File: src/rtl/fetch_stage.sv
// rtl/fetch_stage.sv - instruction fetch with single-outstanding imem requests and a prefetch queue
module fetch_stage #(
  parameter logic [31:0] PC_RESET = 32'h0000_0000,
  parameter int          PC_STEP  = 4,
  parameter int          DEPTH    = 2
) (
  input  logic        clk,
  input  logic        reset,
  input  logic        stall,
  input  logic        redirect,
  input  logic [31:0] redirect_pc,
  output logic        imem_req,
  output logic [31:0] imem_addr,
  input  logic        imem_ack,
  input  logic [31:0] imem_rdata,
  output logic [31:0] pcOut,
  output logic [31:0] instr,
  output logic        if_valid,
  output logic        pipe_write,
  output logic        pipe_flush
);

  localparam int AW = (DEPTH > 1) ? $clog2(DEPTH) : 1;
  localparam int CW = $clog2(DEPTH + 1);
  localparam int FW = CW + 1;

  typedef enum logic [1:0] {IDLE, WAIT, DROP} stateT;

  stateT          state, stateNext;
  logic [31:0]    fetchPc;
  logic [AW-1:0]  headPtr, tailPtr;
  logic [CW-1:0]  count;
  logic [31:0]    qPc    [DEPTH];
  logic [31:0]    qInstr [DEPTH];

  logic           push, pop, room, canIssue;
  logic [FW-1:0]  fillNext;

  // reset gates every output so nothing stale leaks out before the first edge
  assign if_valid   = reset && (count != '0);
  assign pop        = if_valid && !stall && !redirect;
  assign push       = reset && imem_ack && (state == WAIT) && !redirect;

  // one slot is reserved for the response of the request issued this cycle
  assign fillNext   = {1'b0, count} + FW'(push) + FW'(1'b1) - FW'(pop);
  assign room       = (fillNext <= FW'(DEPTH));
  assign canIssue   = (state == IDLE) || ((state == WAIT) && imem_ack);

  assign imem_req   = reset && !redirect && room && canIssue;
  assign imem_addr  = fetchPc;
  assign pcOut      = if_valid ? qPc[headPtr] : 32'h0;
  assign instr      = if_valid ? qInstr[headPtr] : 32'h0;
  assign pipe_write = !stall || !reset;
  assign pipe_flush = redirect || !reset;

  always_comb begin
    stateNext = state;
    unique case (state)
      IDLE: begin
        if (imem_req) stateNext = WAIT;
      end
      WAIT: begin
        if (redirect)      stateNext = imem_ack ? IDLE : DROP;
        else if (imem_ack) stateNext = imem_req ? WAIT : IDLE;
      end
      DROP: begin
        if (imem_ack) stateNext = IDLE;
      end
      default: stateNext = IDLE;
    endcase
  end

  always_ff @(posedge clk) begin
    if (!reset) begin
      state   <= IDLE;
      count   <= '0;
      headPtr <= '0;
      tailPtr <= '0;
      fetchPc <= PC_RESET;
    end else begin
      state <= stateNext;
      if (redirect) begin
        count   <= '0;
        headPtr <= '0;
        tailPtr <= '0;
        fetchPc <= redirect_pc;
      end else begin
        if (imem_req) fetchPc <= fetchPc + 32'(PC_STEP);
        if (push)     tailPtr <= tailPtr + AW'(1);
        if (pop)      headPtr <= headPtr + AW'(1);
        count <= count + CW'(push) - CW'(pop);
      end
    end
  end

  // payload storage needs no reset; count decides what is visible
  always_ff @(posedge clk) begin
    if (push) begin
      qPc[tailPtr]    <= fetchPc - 32'(PC_STEP);
      qInstr[tailPtr] <= imem_rdata;
    end
  end

endmodule

File: config.mk
export PLATFORM = sky130hd
export DESIGN_NAME = fetch_stage
export DESIGN_NICKNAME = d
export VERILOG_FILES = /design/src/rtl/fetch_stage.sv
export SDC_FILE = /design/constraint.sdc
export NUM_CORES = 1
export LEC_CHECK = 0
export CAP_MARGIN = 20
export CELL_PAD_IN_SITES_DETAIL_PLACEMENT = 0
export CELL_PAD_IN_SITES_GLOBAL_PLACEMENT = 1
export CORE_MARGIN = 2
export CORE_UTILIZATION = 40
export DETAILED_ROUTE_END_ITERATION = 10
export PLACE_DENSITY_LB_ADDON = 0.12
export SYNTH_ARGS = -nofsm -noshare
export SYNTH_HDL_FRONTEND = slang
export SYNTH_SLANG_ARGS = --single-unit
File: constraint.sdc
create_clock -name clk -period 5.6 [get_ports clk]
set_input_delay 1.12 -clock clk [delete_from_list [all_inputs] [get_ports clk]]
set_output_delay 1.12 -clock clk [all_outputs]
set_load 0.05 [all_outputs]
== Word-level counts from Yosys, hierarchy flattened ==
Memories as Yosys holds them, arrays and structs flattened. A register that Yosys moved wholly into a read port is not among the register bits.
Cells that the tools add are included.

* Add/subtract/negate cells: 9
* Multipliers: 0
* Divide/modulo/power cells: 0
* Magnitude comparators: 1
* Equal/unequal tests: 5
* Shifts and indexed selects: 0
* Multiplexer cells: 17
* Bitwise gates (word level): 1
* Reductions and logical operators: 21

{| class="wikitable"
|+ Operator list
! kind !! count
|-
| 2-to-1 mux 32 bit || 4
|-
| adder 32 x 3 -> 32 bit (second input constant) || 1
|-
| subtractor 32 x 3 -> 32 bit (second input constant) || 1
|-
| logical AND 1 bit || 10
|-
| 2-to-1 mux 2 bit || 5
|-
| 2-to-1 mux 1 bit || 7
|-
| case mux 2 bit (3 select lines) || 1
|-
| != test 2 bit (second input constant) || 2
|-
| nonzero test 2 bit || 2
|-
| adder 2 x 1 -> 3 bit || 1
|-
| adder 3 x 1 -> 3 bit (second input constant) || 1
|-
| less-or-equal comparator 3 x 2 -> 1 bit (second input constant) || 1
|-
| logical NOT 1 bit || 3
|-
| logical OR 1 bit || 3
|-
| != test 3 bit (second input constant) || 1
|-
| AND reduction 3 bit || 1
|-
| subtractor 3 x 1 -> 3 bit || 1
|-
| adder 1 bit (second input constant) || 2
|-
| adder 2 x 1 -> 2 bit || 1
|-
| equality test 2 x 1 -> 1 bit (second input constant) || 1
|-
| equality test 2 bit (second input constant) || 1
|-
| logical NOT 2 bit || 1
|-
| OR reduction 2 bit || 1
|-
| subtractor 2 x 1 -> 2 bit || 1
|-
| NOT 1 bit || 1
|}

* Bits in registers: 38
* Bits in latches: 0
* Bits in writable memories: 128
* Bits in read-only memories: 0
* Bits of input ports: 69
* Output and inout bits: 100
* Word-level logic and storage cells: 61
* Memories: 2

{| class="wikitable"
|+ Memories
! name !! words !! width !! rd ports !! clocked after Yosys merged registers in !! wr ports !! RTL line !! RTL
|-
| qInstr || 2 || 32 || 1 || 1 || 1 || 34 || <nowiki>logic [31:0] qInstr [DEPTH];</nowiki>
|-
| qPc || 2 || 32 || 1 || 1 || 1 || 33 || <nowiki>logic [31:0] qPc [DEPTH];</nowiki>
|}

== Depth between registers and ports, before layout ==
Gate-level depths: netlist of run 1.

* Depth after elaboration: 13
* Mapped depth: 13
* Depth with buffers taken out: 13

== Least setup slack after synthesis of run 1 ==
No wires, ideal clock.

* Path kind: in2reg
* Start: input port redirect
* End: memory qInstr[0][0], enable pin
* Setup time: 0.487 ns
* Data arrival time: 4.521 ns
* Required time: 5.113 ns
* Path slack: 0.593 ns
* Cell stages on the path: 4
* Path buffers: 1
* Cell sequence: clkbuf_1 -> nor3b_1 -> nand3_1 -> nor2_1

* Word-level cells in the longest chain between the ends: 4

{| class="wikitable"
|+ RTL lines
! element !! RTL line !! RTL
|-
| start: declaration || 10 || <nowiki>input logic redirect,</nowiki>
|-
| logical NOT 1 bit || 42 || <nowiki>assign push = reset && imem_ack && (state == WAIT) && !redirect;</nowiki>
|-
| logical AND 1 bit || 42 ||
|-
| 2-to-1 mux 1 bit || 98 || <nowiki>if (push) begin</nowiki>
|-
| 2-to-1 mux 1 bit (implied by the code) || 100 || <nowiki>qInstr[tailPtr] <= imem_rdata;</nowiki>
|-
| end: declaration || 34 ||
|}

Every way passes these cells.

== Final worst setup path of run 1 ==
* Start: input port reset
* End: output port imem_req

* Elaborated cells between the ends (all ways): 13
* Those cells by class: add/sub (3); order compare (1); reduce/logical (9)

{| class="wikitable"
|+ RTL lines
! element !! RTL line !! RTL
|-
| start: declaration || 8 || <nowiki>input logic reset,</nowiki>
|-
| logical AND 1 bit || 40 || <nowiki>assign if_valid = reset && (count != '0);</nowiki>
|-
| logical AND 1 bit (2 in series) || 41 || <nowiki>assign pop = if_valid && !stall && !redirect;</nowiki>
|-
| net pop || 36 || <nowiki>logic push, pop, room, canIssue;</nowiki>
|-
| subtractor 3 x 1 -> 3 bit || 45 || <nowiki>assign fillNext = {1'b0, count} + FW'(push) + FW'(1'b1) - FW'(pop);</nowiki>
|-
| less-or-equal comparator 3 x 2 -> 1 bit || 46 || <nowiki>assign room = (fillNext <= FW'(DEPTH));</nowiki>
|-
| logical AND 1 bit (2 in series) || 49 || <nowiki>assign imem_req = reset && !redirect && room && canIssue;</nowiki>
|-
| end: declaration || 12 || <nowiki>output logic imem_req,</nowiki>
|}

The timed path passes the listed nets, and every way through them passes these cells.

==> run metrics, run 1 <==
Least-Margin Pin Slew 0.9154 ns; Overflow after GRT 0; register-to-register setup slack 2.35 ns; boundary pin count 169; Area Overhead vs Synth 33.34%; Slew Viols, Final 0; crit path max fanout 9; CORE AREA 0.01877 mm²; Clk Tree Root Cell clkbuf_16; port bufs 168; gp weighted congestion 0.8192; Sw Ratio 23.02%; Comb power frac 9.6%; post-synthesis cell count 647; clock latency on the worst-skew pair 0.42 ns; Avg Vias per Cell 5.342; Worst path slowest cell clkdlybuf4s50_1; syn avg cell area 11.87 µm²; worst-path cell chain clkdlybuf4s50_1 -> inv_1 -> nor2_1 -> clkinv_1 -> buf_4 -> nor3_1 -> fa_1 -> inv_1 -> ha_1 -> and3b_1 -> o211ai_2 -> inv_2 -> buf_4; outcome finished clean; TritonCTS Sinks 167; Final Skew 0.01119 ns; initial antenna violation count 0; Total Power 2.948 mW; net switching power 0.6785 mW; Synth warnings 0; Clock transition at path regs 0.06 ns; CTS resizes 0; routed len/inst 18.08 µm; antenna cells 0; fillers 1,622; most frequent cells in the layout clkdlybuf4s50_1 (167), edfxtp_1 (128), nor2_1 (92); WP data arrival 3.92 ns; crit path kind primary input to output pin; type of the worst min-delay path flop to flop; Relative slew margins 38.60%; worst reg2reg startpoint state[1]; Remaining DRCs 0; dominant synthesized flop cell edfxtp_1; Sequential Power Share 47.7%; TritonRoute pass-1 iters 5; final instance area 0.01024 mm²; number of CTS-inserted buffers 17; critical path endpoint imem_req; gr usage total 18.96%; Final Setup Violations 0; number of global-route vias before repair 5,457; Worst setup startpoint reset; #FFs+latches synth 167; final hold vios 0; EDFF count, synth 128; largest net degree at the start of global routing 49; FF-to-FF path depth 9; fin crit period 5.044 ns; post-synth net total 723; WL final 18,880 µm; Post-DP HPWL 12,910 µm; FF-to-FF End imem_addr[4]; Die Ht 142.6 µm; fin crit share 90.07%; Clock Power Share 42.7%; register area share after synthesis 60.21%; H-tree levels 4; FP Rows 50; Routed Antenna Nets 0; Pint 2.269 mW; CTS tree built; CP required 4.48 ns; Nets 875; LEAKAGE 3.428 nW; TNS Setup 0 ns; endpoint type of the worst setup path output pin; Hold-fix buffers, CTS 0; Worst VDD drop 0.2367 mV; Starting DRT DRC Count 431; first-pass GRT wire length 29,570 µm; via count of the routed design 5,577; startpoint types primary input; Worst path max stage delay 0.63 ns; synth unique cells 58; share of cells above drive strength 1 7.407%; full die area 0.02033 mm²; post-CTS setup buffer count 0; RSZ-0062 raised after global routing false; maximum clock insertion buffer count 2; maxcap violations 0; chip width 142.6 µm; DP Area 0.009615 mm²; Mapped Area 0.007681 mm²; ys async rst share 0%; Power Density 287.8 mW/mm²; Fmax 0.1983 GHz; commonest non-fill, non-tap cell in the layout clkdlybuf4s50_1; initial core utilization 40.93%
cells by family (layout without fill, tap and decap cells):
kind of cell | after synthesis | count (layout) | share of synthesized area [%]
simple gates | 227 | 227 | 15.52
flops | 167 | 167 | 60.21
compound gates | 83 | 83 | 7.053
mux | 68 | 68 | 8.894
buf+inv | 62 | 225 | 3.323
xor+xnor | 33 | 33 | 3.763
fa+ha+maj | 7 | 7 | 1.238
synth_stat cells, types with 11 or more instances:
master    number  area share, %
a21oi_1       29            1.9
and3_1        12           0.98
clkbuf_1      33            1.6
dfxtp_1       39             10
edfxtp_1     128             50
inv_1         14           0.68
mux2i_1       66            8.6
nand2_1       28            1.4
nand3_1       23            1.5
nor2_1        94            4.6
nor3_1        16            1.0
o21ai_0       11           0.72
xor2_1        24            2.7
routing by layer:
| layer | global-route usage (%) | share of wire (%) | up-vias |
|---|---|---|---|
| li1 | - | - | 2701 |
| met1 | 25.39 | 45 | 2669 |
| met2 | 30.16 | 47 | 179 |
| met3 | 4.509 | 6.2 | 28 |
| met4 | 6.826 | 1.9 | 0 |
| met5 | 0 | 0 | - |
per-stage QoR:
step | worst slack, ns | utilization [%] | hold slack, ns | std cells
after global routing | 0.3964 | 54.57 | 0.5222 | 1044
final | 0.5561 | 54.57 | 0.5077 | 1044
after floorplan | 0.5928 | - | 0.4799 | 647
after global placement | 0.7119 | 51.09 | 0.4859 | 1013
after detailed placement | 0.6076 | 51.23 | 0.5023 | 1014
after CTS | 0.6050 | 54.57 | 0.5127 | 1044
critical path, delay by kind of cell:
| family | cells | cell delay [ns] |
|---|---|---|
| buffers and inverters | 7 | 1.44 |
| and+or+nand+nor | 3 | 0.81 |
| AOI/OAI and AO/OA | 1 | 0.10 |
| adders and majority gates | 2 | 0.45 |
how the worst min path moves through the flow:
stage,cells past startpoint,to,from,slack (ns)
2_1_floorplan,2,flop,headPtr,0.48
3_3_place_gp,2,flop,headPtr,0.49
3_5_place_dp,2,flop,headPtr,0.50
4_1_cts,2,flop,headPtr,0.51
5_1_grt,0,qPc[1][0],imem_addr[0],0.52
6_report,0,qPc[1][0],imem_addr[0],0.51
cell type report:
type | instances | area, µm² | share of cell area [%]
clock buffer | 17 | 425.4 | 4.153
clock inverter | 13 | 201.4 | 1.967
inverter | 16 | 60.06 | 0.5864
multi-input combinational | 418 | 2828 | 27.61
sequential | 167 | 4628 | 45.19
tap | 234 | 292.8 | 2.859
timing repair buffer | 179 | 1807 | 17.64
power by group through the flow:
stage               clock network (mW)  registers [mW]  logic (mW)
floorplan                            0            1.46       0.135
global placement                     0            1.43       0.280
detailed placement                   0            1.43       0.286
CTS                               1.29            1.40       0.287
global route                      1.34            1.41       0.307
finish                            1.26            1.40       0.284
flip-flops by register name (all words and copies together) (netlist names), named ones only:
name	cells
qInstr	64
qPc	64
imem_addr	32
count	2
state	2
headPtr	1
tailPtr	1
Power figures use the tool's default switching activity.
==> run 2: changes to the inputs <==
--- a/config.mk
+++ b/config.mk
@@ -12,6 +12,7 @@
 export CORE_UTILIZATION = 40
 export DETAILED_ROUTE_END_ITERATION = 10
 export PLACE_DENSITY_LB_ADDON = 0.12
+export SKIP_CTS_REPAIR_TIMING = 1
 export SYNTH_ARGS = -nofsm -noshare
 export SYNTH_HDL_FRONTEND = slang
 export SYNTH_SLANG_ARGS = --single-unit
==> constraint.sdc (replaced) <==
create_clock -name clk -period 5.35 [get_ports clk]
set_input_delay 1.07 -clock clk [delete_from_list [all_inputs] [get_ports clk]]
set_output_delay 1.07 -clock clk [all_outputs]
set_load 0.05 [all_outputs]
==> run metrics, run 2 (synthesized netlist as in run 1, its figures left out) <==
outcome finished clean; final hold vios 0; Pint 2.253 mW; Sw Ratio 24.78%; crit path kind primary input to output pin; Worst setup startpoint reset; Routed Antenna Nets 0; number of global-route vias before repair 5,414; gp weighted congestion 0.8337; most frequent cells in the layout clkdlybuf4s50_1 (167), edfxtp_1 (128), nor2_1 (92); maxcap violations 0; full die area 0.02033 mm²; sequential cell area 0.004628 mm²; fillers 1,625; commonest non-fill, non-tap cell in the layout clkdlybuf4s50_1; worst reg2reg startpoint state[1]; TritonCTS Sinks 167; initial antenna violation count 0; boundary pin count 169; Final Setup Violations 0; first-pass GRT wire length 29,050 µm; RSZ-0062 raised after global routing false; Clock transition at path regs 0.06 ns; final instance area 0.01021 mm²; Clk Tree Root Cell clkbuf_16; Die Ht 142.6 µm; Post-DP HPWL 13,230 µm; Slew Viols, Final 0; crit path max fanout 9; TNS Setup 0 ns; TritonRoute pass-1 iters 5; gr usage total 18.66%; type of the worst min-delay path flop to flop; chip width 142.6 µm; initial core utilization 40.93%; Sequential Power Share 49.1%; Relative slew margins 45.40%; Remaining DRCs 0; H-tree levels 4; CORE AREA 0.01877 mm²; maximum clock insertion buffer count 2; DP Area 0.009598 mm²; worst min-delay path startpoint imem_addr[0]; CP required 4.28 ns; CTS tree built; Worst VDD drop 0.2270 mV; WP data arrival 3.74 ns; Starting DRT DRC Count 363; LEAKAGE 3.426 nW; number of CTS-inserted buffers 17; Power Density 293.2 mW/mm²; pre-CTS setup slack 0.5896 ns; fin crit period 4.814 ns; setup ws final 0.5363 ns; Overflow after GRT 0; Least-Margin Pin Slew 0.8171 ns; clock latency on the worst-skew pair 0.42 ns; share of cells above drive strength 1 8.098%; Comb power frac 10.0%; WL final 19,120 µm; Final Skew 0.01479 ns; antenna cells 0; footprint of the multi-input gates 0.002828 mm²; Nets 878; net switching power 0.7421 mW; startpoint types primary input; Fmax 0.2077 GHz; Avg Vias per Cell 5.359; Clock Power Share 40.9%; via count of the routed design 5,622; largest net degree at the start of global routing 45; fin crit share 89.98%; Area Overhead vs Synth 32.97%; routed len/inst 18.23 µm; FP Rows 50; port bufs 168; endpoint type of the worst setup path output pin
==> run 2: final cells by class <==
| class | count | area share (%) |
|---|---|---|
| Multi-Input combinational cell | 418 | 27.69 |
| Tap cell | 234 | 2.867 |
| Clock inverter | 15 | 1.593 |
| Sequential cell | 167 | 45.31 |
| Clock buffer | 17 | 4.165 |
| Timing Repair Buffer | 182 | 17.79 |
| Inverter | 16 | 0.5880 |
==> run 2: layer usage <==
metal	routed length (µm)	GRT usage, %	part of all wire, %	vias to the layer above
met5	0	0	0	-
met4	351	6.462	1.8	0
met3	1376	4.879	7.2	26
met2	8997	29.66	47	201
met1	8399	24.86	44	2697
li1	-	-	-	2698
==> run 2: through the flow <==
stage,hold WS [ns],instances,util (%),total power [mW]
2_1_floorplan,0.4799,647,-,1.666
5_1_grt,0.5299,1049,54.42,3.104
3_5_place_dp,0.5133,1016,51.14,1.797
6_report,0.5116,1049,54.42,2.995
4_1_cts,0.5205,1048,54.27,3.020
3_3_place_gp,0.4813,1016,51.14,1.791
==> run 2: worst max-delay path, stage by stage <==
cell             delay (ns)
clkdlybuf4s50_1        0.60
inv_1                  0.09
nor2_1                 0.23
clkinv_1               0.13
nor3_1                 0.37
fa_1                   0.28
inv_1                  0.05
ha_1                   0.19
and3b_1                0.25
o211ai_2               0.10
inv_2                  0.17
buf_4                  0.22
==> run 2: worst paths after layout <==
path              endpoint  slack (ns)  cells past startpoint
min              qPc[1][0]        0.51                      0
max reg2reg  imem_addr[22]        2.13                     10
min reg2reg      qPc[1][0]        0.51                      0
max               imem_req        0.54                     12
==> run 2: power by group through the flow <==
stage,Combinational [mW],Sequential (mW),Clock [mW]
after global placement,0.294,1.50,0
after global routing,0.320,1.47,1.31
final,0.298,1.47,1.23
after detailed placement,0.299,1.50,0
after floorplan,0.141,1.52,0
after CTS,0.300,1.47,1.25
==> run 3: changes to the inputs <==
--- a/config.mk
+++ b/config.mk
@@ -5,11 +5,12 @@
 export SDC_FILE = /design/constraint.sdc
 export NUM_CORES = 1
 export LEC_CHECK = 0
-export CAP_MARGIN = 20
+export CAP_MARGIN = 40
 export CELL_PAD_IN_SITES_DETAIL_PLACEMENT = 0
 export CELL_PAD_IN_SITES_GLOBAL_PLACEMENT = 1
 export CORE_MARGIN = 2
-export CORE_UTILIZATION = 40
+export CORE_UTILIZATION = 41
+export CTS_BUF_LIST = sky130_fd_sc_hd__clkbuf_4
 export DETAILED_ROUTE_END_ITERATION = 10
 export PLACE_DENSITY_LB_ADDON = 0.12
 export SKIP_CTS_REPAIR_TIMING = 1
==> run metrics, run 3 (synthesized netlist as in run 1, its figures left out) <==
Comb power frac 12.1%; most frequent cells in the layout clkdlybuf4s50_1 (166), edfxtp_1 (128), nor2_1 (92); Power Density 248.3 mW/mm²; type of the worst min-delay path flop to flop; crit path kind primary input to output pin; gp weighted congestion 0.8185; largest net degree at the start of global routing 64; via count of the routed design 5,633; Remaining DRCs 0; Relative slew margins 40.58%; Routed Antenna Nets 0; commonest non-fill, non-tap cell in the layout clkdlybuf4s50_1; Worst VDD drop 0.1286 mV; net switching power 0.6728 mW; FP Rows 50; Final Skew 0.02315 ns; number of global-route vias before repair 5,575; routed len/inst 18.16 µm; Pint 1.784 mW; full die area 0.01985 mm²; Starting DRT DRC Count 366; TritonRoute pass-1 iters 5; fin crit share 91.81%; boundary pin count 169; share of cells above drive strength 1 8.098%; Final Setup Violations 0; Post-DP HPWL 13,090 µm; port bufs 168; chip width 140.9 µm; CORE AREA 0.01852 mm²; Die Ht 140.9 µm; startpoint types primary input; Sw Ratio 27.39%; gr usage total 19.35%; maximum clock insertion buffer count 2; maxcap violations 0; Fmax 0.2036 GHz; Sequential Power Share 59.8%; Nets 879; Area Overhead vs Synth 28.78%; worst hold slack 0.5139 ns; initial core utilization 41.48%; WL final 19,070 µm; endpoint type of the worst setup path output pin; Clk Tree Root Cell clkbuf_4; Least-Margin Pin Slew 0.8913 ns; H-tree levels 4; TNS Setup 0 ns; crit path max fanout 9; clock latency on the worst-skew pair 0.55 ns; WP data arrival 3.84 ns; number of CTS-inserted buffers 17; Clock transition at path regs 0.14 ns; Avg Vias per Cell 5.365; fin crit period 4.912 ns; outcome finished clean; Clock Power Share 28.1%; pre-CTS setup slack 0.4904 ns; final hold vios 0; TritonCTS Sinks 167; Slew Viols, Final 0; RSZ-0062 raised after global routing false; LEAKAGE 3.275 nW; CP required 4.28 ns; initial antenna violation count 1; first-pass GRT wire length 29,840 µm; CTS tree built; setup ws final 0.4381 ns; Overflow after GRT 0
## run 3: cell types whose count changed in the layout (fill, tap and decap cells not counted), sizes merged
| cell | change |
|---|---|
| buf | +2 |
| bufinv | -1 |
| clkdlybuf4s50 | -1 |
| clkinv | +3 |
| clkinvlp | +2 |
| diode | +1 |
| inv | -5 |
## run 3: per-stage QoR
step           total power, mW  cells  utilization [%]  instance area, µm²
2_1_floorplan            1.666    647                -                7681
3_3_place_gp             1.789   1016            51.74                9580
3_5_place_dp             1.796   1018            52.03                9635
4_1_cts                  2.482   1049            53.41                9889
5_1_grt                  2.556   1050            53.42                9892
6_report                 2.456   1050            53.42                9892
## run 3: area by class of cell
type / instances / area, µm²
fill: 1638 / 8626
sequential: 167 / 4628
multi-input combinational: 418 / 2828
timing repair buffer: 183 / 1827
tap: 234 / 292.8
clock buffer: 17 / 127.6
clock inverter: 14 / 126.4
inverter: 16 / 60.06
antenna: 1 / 2.502
## run 3: final timing paths
| path | to | cells past startpoint | slack, ns | start |
|---|---|---|---|---|
| setup / recovery | imem_req | 9 | 0.44 | reset |
| hold reg to reg | flop | 2 | 0.51 | headPtr |
| hold / removal | flop | 2 | 0.51 | headPtr |
| setup reg to reg | imem_addr[20] | 10 | 1.99 | state[1] |
## run 3: per-layer routing
layer | track usage [%] | part of all wire, % | routed length (µm) | vias to the layer above
li1 | - | - | - | 2706
met1 | 26.00 | 46 | 8712 | 2718
met2 | 31.42 | 47 | 9015 | 188
met3 | 4.823 | 5.7 | 1083 | 21
met4 | 5.421 | 1.3 | 255 | 0
met5 | 0 | 0 | 0 | -
## run 3: power by group through the flow
| stage | combinational [mW] | clock [mW] | sequential, mW |
|---|---|---|---|
| 6_report | 0.298 | 0.689 | 1.47 |
| 5_1_grt | 0.321 | 0.761 | 1.47 |
| 2_1_floorplan | 0.141 | 0 | 1.52 |
| 4_1_cts | 0.300 | 0.714 | 1.47 |
| 3_3_place_gp | 0.292 | 0 | 1.50 |
| 3_5_place_dp | 0.299 | 0 | 1.50 |
## run 3: critical path, stage by stage
cell	delay, ns
clkdlybuf4s50_1	0.64
nor3b_1	0.38
nand3_1	0.21
fa_1	0.49
ha_1	0.30
and3b_1	0.21
o211ai_2	0.19
inv_2	0.13
buf_4	0.21
==> RTL edit 1: new RTL, config.mk and constraints of run 3 <==
The 3 states of `stateT` get a one-hot encoding in 3 bits.
--- a/src/rtl/fetch_stage.sv
+++ b/src/rtl/fetch_stage.sv
@@ -26,3 +26,3 @@
 
-  typedef enum logic [1:0] {IDLE, WAIT, DROP} stateT;
+  typedef enum logic [2:0] {IDLE = 3'b001, WAIT = 3'b010, DROP = 3'b100} stateT;
 
Function: no difference found for any inputs over 4 cycles, from zero or initial values and one cycle with reset low; so few cycles prove little.
==> RTL edit 1 against run 3 <==
Total power increased by 0.34%; sequential cell count increased by 1; clock skew decreased by 2.2 ps; wire length decreased by 4.7%; worst setup slack got worse by 150 ps; synthesized cell count increased by 1.5%; critical path type unchanged; area after synthesis about the same; highest routed layer unchanged; design area increased by 0.66%.
==> RTL edit 1: results (changes against run 3) <==
Parameter                              Value

Final layout
  Total number of nets in the final design ... 890 (+1.3%)
  FILL cells ... 1577 (-3.7%)
  Post-route cell area ... 0.009957 mm2 (+0.66%)
  Proportion of layout cells with a drive suffix above 1 ... 7.739% (-0.36 points)

Global route
  Total track usage ... 18.59% (-0.76 points)
  M2 GR Usage ... 29.94% (-1.5 points)
  First-pass GRT wire length ... 29.06 mm (-2.6%)
  Met1 demand-to-capacity share in global routing ... 25.08% (-0.92 points)
  Largest net degree at the start of global routing ... 65 (+1.6%)
  Met3 Track Usage GR ... 4.076% (-0.75 points)

STA
  Transition time of the tightest slew-check pin ... 852.4 ps (-38.91 ps)
  Worst setup skew after layout ... 20.93 ps (-2.221 ps)
  Worst hold-check slack ... 504.1 ps (-9.781 ps)

Place
  Setup slack at placement ... 216.9 ps (-273.5 ps)
  Placed inst area ... 0.009691 mm2 (+0.57%)
  DPL Wire Length ... 12.67 mm (-3.2%)
  Cell Count Post-Placement ... 1029 (+1.1%)
  Last weighted congestion value of the routability-driven placer ... 0.8509 (+4.0%)

Route
  Final WL ... 18.17 mm (-4.7%)
  Via-per-instance ratio ... 5.314 (-0.94%)
  First-iteration detailed-routing DRC count ... 378 (+3.3%)
  Number of vias after detailed routing ... 5649 (+0.28%)

Outcome
  Run status ... finished, final reports clean

Power
  IR drop worst, VDD ... 0.1052 mV (-18%)
  Switch share ... 27.11% (-0.28 points)
  Leakage power total ... 3.212 nW (-1.9%)
  Part of the power in the clock network ... 27.5% (-0.6 points)

Setup path
  Depth of the most critical reg-to-reg path ... 10 (unchanged)
  Register-to-Register Setup Slack ... 1750 ps (-240 ps)
  Endpoint arrival time on the critical path ... 3990 ps (+150 ps)
  Worst R2R End ... imem_addr[21]
  Max FO, Critical Path ... 6 (-3)
  Slowest stage delay, CP ... 490 ps (-150 ps)

Worst hold path
  Worst hold start ... imem_addr[0]
  Cells on Worst Hold Path ... 0 (-2)

CTS
  Clock insertion delay at the later pin of the skew report ... 550 ps (about the same)

Yosys
  Sequential element share of the synthesized area ... 60.53% (+0.32 points)
  Distinct cell type count after synthesis ... 55 (-5.2%)
  Dominant cells by area after synthesis ... edfxtp_1, dfxtp_1, mux2i_1
  Commonest cells in the netlist ... edfxtp_1, nor2_1, mux2i_1, nand2_1, dfxtp_1
  Count of mapped cells out of synthesis ... 657 (+1.5%)
  Post-Synthesis Net Count ... 733 (+1.4%)
[RTL edit 1: cell families after synthesis]
group | share of synthesized area [%]
multiplexers | 8.740
buffers and inverters | 3.587
XOR/XNOR | 3.652
adder cells (fa/ha/maj) | 1.239
flip-flops | 60.53
AND/OR/NAND/NOR | 14.97
AO/OA/AOI/OAI | 7.288
[RTL edit 1: how the worst max path moves through the flow]
| stage | slack [ps] | to | startpoint | cells after the start |
|---|---|---|---|---|
| detailed placement | 220 | imem_req | reset | 12 |
| floorplan | -260 | qInstr[0][0] | reset | 6 |
| CTS | 200 | imem_req | reset | 12 |
| global placement | 340 | imem_req | reset | 12 |
| global route | 90 | imem_req | reset | 12 |
| finish | 290 | imem_req | reset | 12 |
[RTL edit 1: layout make-up]
cell class | count | share of cell area (%)
multi-input cells | 422 | 27.98
clock inverters | 15 | 1.282
clock buffers | 17 | 1.282
repair buffers | 185 | 18.97
inverters | 20 | 0.8042
diodes | 2 | 0.05026
well taps | 234 | 2.940
flip-flops and latches | 168 | 46.68
[RTL edit 1: power groups by stage]
stage / clock network (W) / logic, W / registers (W)
after CTS: 0.000704 / 0.000314 / 0.00147
after detailed placement: 0 / 0.000312 / 0.00150
after global routing: 0.000757 / 0.000339 / 0.00148
final: 0.000679 / 0.000313 / 0.00147
after global placement: 0 / 0.000305 / 0.00150
after floorplan: 0 / 0.000149 / 0.00153
[RTL edit 1: routing by layer]
| metal | vias to the layer above | wire length, um |
|---|---|---|
| met5 | - | 0 |
| met4 | 0 | 171 |
| met3 | 12 | 964 |
| met2 | 200 | 8542 |
| met1 | 2703 | 8486 |
| li1 | 2734 | - |
==> RTL edit 2: new RTL, flow settings as in run 3 <==
Without the edit above. Change the parameter `DEPTH` from 2 to 4.
--- a/src/rtl/fetch_stage.sv
+++ b/src/rtl/fetch_stage.sv
@@ -4,3 +4,3 @@
   parameter int          PC_STEP  = 4,
-  parameter int          DEPTH    = 2
+  parameter int          DEPTH    = 4
 ) (
Formal check against the unedited RTL: not equivalent (a bounded check fails within 4 cycles, from zero or initial values and one cycle with reset low).
==> RTL edit 2 against run 3 <==
Total power rose by 110%; first-iteration DRC count fell by 5.5%; via count rose by 37%; area after synthesis rose by 66%; register-to-register slack got worse by 150 ps; sequential cell count rose by 132; wire length rose by 57%; worst setup slack got worse by 31 ps; design area rose by 62%; critical path type unchanged; largest cell class unchanged.
==> RTL edit 2: results (changes against run 3) <==
Parameter                              Value

Outcome
  Run status ... finished, final reports clean

CTS
  Register clock-pin slew on the reported worst setup and hold paths ... 50 ps (-90 ps)
  CTS buffer count ... 83 (+66)

Power
  Net switching power figure ... 0.001161 W (+73%)
  Clock group power ... 0.00215 W (+210%)
  Power density relative to cell area ... 317.9 mW/mm2 (+28%)
  IR drop worst, VDD ... 0.1491 mV (+16%)
  Leakage power total ... 5.382 nW (+64%)

Route
  Wire per inst ... 20.08 um (+11%)
  Total length of routed met2 wires ... 14.93 mm (+66%)
  Met3 layer wire length in the routed design ... 1.518 mm (+40%)
  First-iteration detailed-routing DRC count ... 346 (-5.5%)
  Final WL ... 30.00 mm (+57%)

Setup path
  Depth of the most critical reg-to-reg path ... 13 (+3)
  Max FO, Critical Path ... 10 (+1)

Yosys
  Dominant cells by area after synthesis ... edfxtp_1, mux4_2, dfxtp_1
  Commonest cells in the netlist ... edfxtp_1, nor2b_1, mux4_2, dfxtp_1, clkbuf_1
  Sequential element share of the synthesized area ... 67.04% (+6.8 points)
  Count of mapped cells out of synthesis ... 814 (+26%)
  Distinct cell type count after synthesis ... 59 (+1.7%)
  Number of enable-type register cells in the synthesized netlist ... 256 (+100%)

Place
  DPL Wire Length ... 18.52 mm (+41%)
  Last weighted congestion value of the routability-driven placer ... 0.8172 (-0.16%)
  Setup slack at placement ... 395.2 ps (-95.24 ps)

Global route
  First-pass GRT wire length ... 46.79 mm (+57%)
  Via count of the first global-routing pass ... 8186 (+47%)
  Total track usage ... 18.66% (-0.69 points)
  Largest net degree at the start of global routing ... 66 (+3.1%)

STA
  Final period util ... 92.40% (+0.58 points)

Final layout
  FILL cells ... 2602 (+59%)
  Total number of nets in the final design ... 1112 (+27%)
-- RTL edit 2: critical path: cells and delay by family --
family                   cells  cell delay [ps]
AND/OR/NAND/NOR              3              640
buffers and inverters        7             1130
AO/OA/AOI/OAI                1              280
adder cells (fa/ha/maj)      3              760
-- RTL edit 2: worst min path at each step --
stage                from          to  slack (ps)  cells past startpoint
2_1_floorplan  tailPtr[1]  tailPtr[1]         470                      2
3_3_place_gp   tailPtr[1]  tailPtr[1]         500                      2
3_5_place_dp   tailPtr[1]  tailPtr[1]         500                      2
4_1_cts        tailPtr[1]  tailPtr[1]         520                      2
5_1_grt        tailPtr[1]  tailPtr[1]         540                      2
6_report       tailPtr[1]  tailPtr[1]         510                      2
-- RTL edit 2: logic make-up after synthesis --
| group | count (synthesis) | share of synthesized area, % |
|---|---|---|
| AND/OR/NAND/NOR | 248 | 11.00 |
| adder cells (fa/ha/maj) | 12 | 1.295 |
| flip-flops | 299 | 67.04 |
| AO/OA/AOI/OAI | 68 | 3.395 |
| multiplexers | 72 | 11.96 |
| XOR/XNOR | 40 | 2.806 |
| buffers and inverters | 75 | 2.502 |
-- RTL edit 2: layout make-up --
type                            instances  area [um2]  area share (%)
Multi-Input combinational cell        440        3896           24.28
Inverter                               18       67.56          0.4210
Clock buffer                          135        1013           6.315
Tap cell                              396       495.5           3.087
Timing Repair Buffer                  189        1894           11.80
Sequential cell                       299        8556           53.31
Clock inverter                         16       122.6          0.7641
Antenna cell                            1       2.502         0.01559
-- RTL edit 2: per-layer routing --
| metal | vias to the layer above | GRT usage [%] |
|---|---|---|
| met5 | - | 0 |
| met4 | 0 | 6.194 |
| met3 | 31 | 4.123 |
| met2 | 207 | 31.44 |
| met1 | 3870 | 24.05 |
| li1 | 3624 | - |
